## src/rtl/bus_arbiter.sv

```systemverilog
// Two-port arbiter for the shared 16-bit memory/IO bus.
// Port 0 is the CPU core and port 1 is the DMA/debug master. The arbiter
// grants one port, latches its request, and runs one handshaked bus
// transaction. It then pulses ack (or err on timeout) back to the owner.
module bus_arbiter #(
    parameter int DW        = 16,
    parameter int AW        = 16,
    parameter int TIMEOUT   = 15,
    parameter int CPU_PRIO  = 1,
    parameter int BURST_MAX = 4
) (
    input  logic          clk,
    input  logic          rst,
    input  logic          r0_req,
    input  logic [AW-1:0] r0_a,
    input  logic [DW-1:0] r0_d,
    input  logic          r0_wen,
    input  logic          r0_iom,
    output logic          r0_ack,
    output logic          r0_err,
    input  logic          r1_req,
    input  logic [AW-1:0] r1_a,
    input  logic [DW-1:0] r1_d,
    input  logic          r1_wen,
    input  logic          r1_iom,
    output logic          r1_ack,
    output logic          r1_err,
    output logic [DW-1:0] rdata_out,
    output logic [AW-1:0] a_out,
    output logic [DW-1:0] d_out,
    output logic          wen_out,
    output logic          iom_out,
    output logic          mem_req_out,
    input  logic          mem_ack_in,
    input  logic [DW-1:0] d_in,
    output logic          owner_out,
    output logic          busy_out
);

    typedef enum logic [1:0] {
        IDLE   = 2'd0,
        ACCESS = 2'd1,
        RESP   = 2'd2
    } state_t;

    localparam logic [7:0] BURST_LIM = 8'(BURST_MAX);
    localparam logic [7:0] TMO_LAST  = 8'(TIMEOUT - 1);

    state_t     state;
    logic       last_gnt;
    logic [7:0] burst_cnt;
    logic [7:0] tmo_cnt;

    logic       winner;
    logic [7:0] burst_nxt;

    // Pick the winning port and the next fairness count for an IDLE grant decision
    always_comb begin
        winner    = 1'b0;
        burst_nxt = 8'd0;
        if (r0_req && r1_req) begin
            if (CPU_PRIO != 0) begin
                // CPU wins ties until it has used up its burst allowance
                winner = (burst_cnt == BURST_LIM);
            end else begin
                winner = ~last_gnt;
            end
        end else begin
            // Single requester (or none, in which case nothing is granted)
            winner = r1_req;
        end
        if (CPU_PRIO != 0 && !winner && r1_req) begin
            burst_nxt = (burst_cnt == BURST_LIM) ? burst_cnt : burst_cnt + 8'd1;
        end
    end

    // Arbiter FSM: grant, run the bus cycle, pulse the response, all outputs registered
    always_ff @(posedge clk or posedge rst) begin
        if (rst) begin
            state       <= IDLE;
            last_gnt    <= 1'b1;
            burst_cnt   <= 8'd0;
            tmo_cnt     <= 8'd0;
            r0_ack      <= 1'b0;
            r0_err      <= 1'b0;
            r1_ack      <= 1'b0;
            r1_err      <= 1'b0;
            rdata_out   <= '0;
            a_out       <= '0;
            d_out       <= '0;
            wen_out     <= 1'b0;
            iom_out     <= 1'b0;
            mem_req_out <= 1'b0;
            owner_out   <= 1'b0;
            busy_out    <= 1'b0;
        end else begin
            case (state)
                IDLE: begin
                    if (r0_req || r1_req) begin
                        owner_out   <= winner;
                        last_gnt    <= winner;
                        burst_cnt   <= burst_nxt;
                        tmo_cnt     <= 8'd0;
                        a_out       <= winner ? r1_a   : r0_a;
                        d_out       <= winner ? r1_d   : r0_d;
                        wen_out     <= winner ? r1_wen : r0_wen;
                        iom_out     <= winner ? r1_iom : r0_iom;
                        mem_req_out <= 1'b1;
                        busy_out    <= 1'b1;
                        state       <= ACCESS;
                    end
                end
                ACCESS: begin
                    if (mem_ack_in || tmo_cnt == TMO_LAST) begin
                        // A completion on the expiry cycle still counts as success
                        if (mem_ack_in) begin
                            rdata_out <= wen_out ? '0 : d_in;
                            r0_ack    <= ~owner_out;
                            r1_ack    <= owner_out;
                        end else begin
                            rdata_out <= '0;
                            r0_err    <= ~owner_out;
                            r1_err    <= owner_out;
                        end
                        a_out       <= '0;
                        d_out       <= '0;
                        wen_out     <= 1'b0;
                        iom_out     <= 1'b0;
                        mem_req_out <= 1'b0;
                        state       <= RESP;
                    end else begin
                        tmo_cnt <= tmo_cnt + 8'd1;
                    end
                end
                RESP: begin
                    r0_ack   <= 1'b0;
                    r0_err   <= 1'b0;
                    r1_ack   <= 1'b0;
                    r1_err   <= 1'b0;
                    tmo_cnt  <= 8'd0;
                    busy_out <= 1'b0;
                    state    <= IDLE;
                end
                default: begin
                    state <= IDLE;
                end
            endcase
        end
    end

endmodule

```

## config.mk

```make
export PLATFORM = sky130hd
export DESIGN_NAME = bus_arbiter
export DESIGN_NICKNAME = d
export VERILOG_FILES = /design/src/rtl/bus_arbiter.sv
export SDC_FILE = /design/constraint.sdc
export NUM_CORES = 1
export LEC_CHECK = 0
export ABC_CLOCK_PERIOD_IN_PS = 3400
export CORE_MARGIN = 2
export CORE_UTILIZATION = 43
export CTS_CLUSTER_DIAMETER = 50
export DETAILED_ROUTE_END_ITERATION = 10
export GPL_TIMING_DRIVEN = 0
export MAX_ROUTING_LAYER = met4
export PLACE_DENSITY_LB_ADDON = 0.3
export SETUP_SLACK_MARGIN = 0.3
export SYNTH_ARGS = -nofsm -noshare
export SYNTH_HDL_FRONTEND = slang
export SYNTH_SLANG_ARGS = --single-unit
export TNS_END_PERCENT = 20
```

## constraint.sdc

```tcl
create_clock -name clk -period 3.4 [get_ports clk]
set_input_delay 0.68 -clock clk [delete_from_list [all_inputs] [get_ports clk]]
set_output_delay 0.68 -clock clk [all_outputs]
set_load 0.01 [all_outputs]
```

==> flow_summary.json <==
{
  "cap_violations": 0,
  "total_power_uw": 3730,
  "vias": 3085,
  "rsz0062_at_grt": "false",
  "placementRows": 33,
  "synthCells": 309,
  "hpwl_um": 7070,
  "status": "complete, no violations",
  "hold_viol_final": 0,
  "syn_to_final_growth_pct": 51.0,
  "cp.required_ps": 3610,
  "cp_data_arrival_time_ps": 2630,
  "io_pins": 146,
  "overflow": 0,
  "wire_per_inst_um": 16.3,
  "drc": 0,
  "final_cell_mix": "clkdlybuf4s50_1 (144), dfrtp_1 (75), mux2i_1 (36)",
  "critPathMaxFanout": 10,
  "htreeDepth": 3,
  "die_h_um": 94.5,
  "p_per_area_nw_per_um2": 701,
  "diodes": 0,
  "hold_ws_ps": 488,
  "dp.cells": 559,
  "cts_resized": 0,
  "core_area_um2": 8090,
  "post-route-period-util": 0.711,
  "async_flop_share": 1.00,
  "clk_pin_slew_ps": 70,
  "final_common_cell": "clkdlybuf4s50_1",
  "multi_input_area_um2": 1500,
  "synth-warning-count": 0,
  "ys.flop_type": "dfrtp_1",
  "cts_tree": "yes",
  "grt_pass1_wl_um": 14900,
  "grtUsageTotal": 0.222,
  "drive_gt1_frac": 0.0597,
  "drtIter0Drc": 162,
  "fin_cells": 574,
  "ant_nets": 0,
  "timing_max_transition_violations_final": 0,
  "clock-root-buffer": "clkbuf_8",
  "synth_cell_types": 42,
  "syn_avg_cell_area_um2": 11.4,
  "crit_type": "input pin to flip-flop",
  "clock_path_buffers": 2,
  "die_w_um": 94.5,
  "cts_setup_buffers": 0,
  "timing.fmax_mhz": 414,
  "regArea_um2": 1880,
  "initial_core_util": 0.435,
  "port_buffers": 144,
  "cts_made_buffers": 9,
  "cts_hold_buf": 0,
  "wl_met1_um": 4020,
  "fill_cells": 653,
  "period_minus_slack_ps": 2420,
  "synthesis.nets": 402,
  "nets": 558,
  "post-place-ws_ps": 572,
  "ys_seq_elements": 75,
  "worst_pin_slew_ps": 1070,
  "syn_area_um2": 3520,
  "grt_max_degree": 55,
  "clk_latency_ps": 340,
  "setup_viol": 0,
  "top_layer": "met4",
  "place_congestion": 0.866,
  "dieArea_um2": 8930,
  "ys_seq_area_frac": 0.533,
  "crit_path_end_kind": "flip-flop",
  "setup_ws_ps": 983,
  "power_leakage_uw": 0.00230,
  "dr.pass1.iters": 4,
  "clock-sinks": 75,
  "critPathLaunchType": "input pin",
  "antenna_found_initial": 0,
  "synth-edff-count": 0,
  "ir_drop_mv": 0.397,
  "hold_class": "flip-flop to flip-flop",
  "relSlewSlack": 0.281,
  "wl_met3_um": 460,
  "wl_um": 9370,
  "dr_wl_met2_um": 4730,
  "vias_per_cell": 5.37,
  "grt_pass1_vias": 3141,
  "clock_skew_ps": 7.65
}
==> metrics by stage <==
step	setup TNS, ps	utilization	cell area, µm²
after floorplan	0	-	3520
after global placement	-28500	0.630	5090
after detailed placement	0	0.633	5120
after CTS	0	0.657	5320
after global routing	0	0.657	5320
final	0	0.657	5320
==> routing by layer <==
layer,GRT usage,up-vias
met4,0.0930,0
met5,-,-
li1,-,1466
met2,0.356,93
met3,0.0391,15
met1,0.279,1511
==> critical path, stage by stage <==
cell             delay, ps
clkdlybuf4s50_1        490
nor4bb_1               160
a21oi_1                150
clkbuf_1               400
buf_2                  380
mux2i_1                290
o2bb2ai_1               80
==> power breakdown <==
| group | total [µW] | switching [µW] | internal (µW) |
|---|---|---|---|
| Combinational | 1640 | 770 | 868 |
| Sequential | 1410 | 212 | 1200 |
| Clock | 678 | 322 | 355 |
| Total | 3730 | 1300 | 2420 |
==> cells by family (layout without fill, tap and decap cells) <==
group | count (synthesis) | in the layout | share of synthesized area
buffers and inverters | 32 | 192 | 0.0405
xor gates and xnor gates | 4 | 4 | 0.00995
DFF | 75 | 75 | 0.533
AOI/OAI and AO/OA | 85 | 85 | 0.187
muxes | 36 | 36 | 0.102
and+or+nand+nor | 73 | 73 | 0.113
adders and majority gates | 4 | 4 | 0.0142
==> state kept, by name (all words and copies together) (netlist names), 2 cells and up <==
name / cells
state: 2
a_out: 16
rdata_out: 16
d_out: 16
burst_cnt: 8
tmo_cnt: 8
==> area by class of cell <==
cell class / instances / area share
Clock inverter: 4 / 0.00965
Sequential cell: 75 / 0.353
Clock buffer: 11 / 0.0266
Multi-Input combinational cell: 202 / 0.283
Buffer: 22 / 0.0198
Tap cell: 105 / 0.0247
Inverter: 10 / 0.00753
Timing Repair Buffer: 145 / 0.276
==> path summary, 6_finish.rpt <==
path	to	slack, ps	startpoint	depth (start not counted)
setup / recovery	d_out[3]	980	r1_req	7
hold / removal	mem_req_out	490	mem_req_out	1
setup reg to reg	d_out[9]	1020	tmo_cnt[0]	8
hold reg to reg	mem_req_out	490	mem_req_out	1
max in group asynchronous	busy_out	2210	rst	3
min in group asynchronous	d_out[7]	650	rst	2
==> Yosys cell counts, drive strengths merged (5+ instances only) <==
cell / count / share of area
inv: 10 / 0.011
dfrtp: 75 / 0.53
o211ai: 5 / 0.011
buf: 8 / 0.015
a21oi: 7 / 0.0099
nor2: 13 / 0.014
clkbuf: 14 / 0.015
a22o: 16 / 0.040
nor4: 5 / 0.0089
mux2i: 36 / 0.10
o2bb2ai: 34 / 0.085
nand2: 14 / 0.015
nand3: 14 / 0.020
o21ai: 12 / 0.017
No activity file was read; power rests on OpenSTA's default activity.
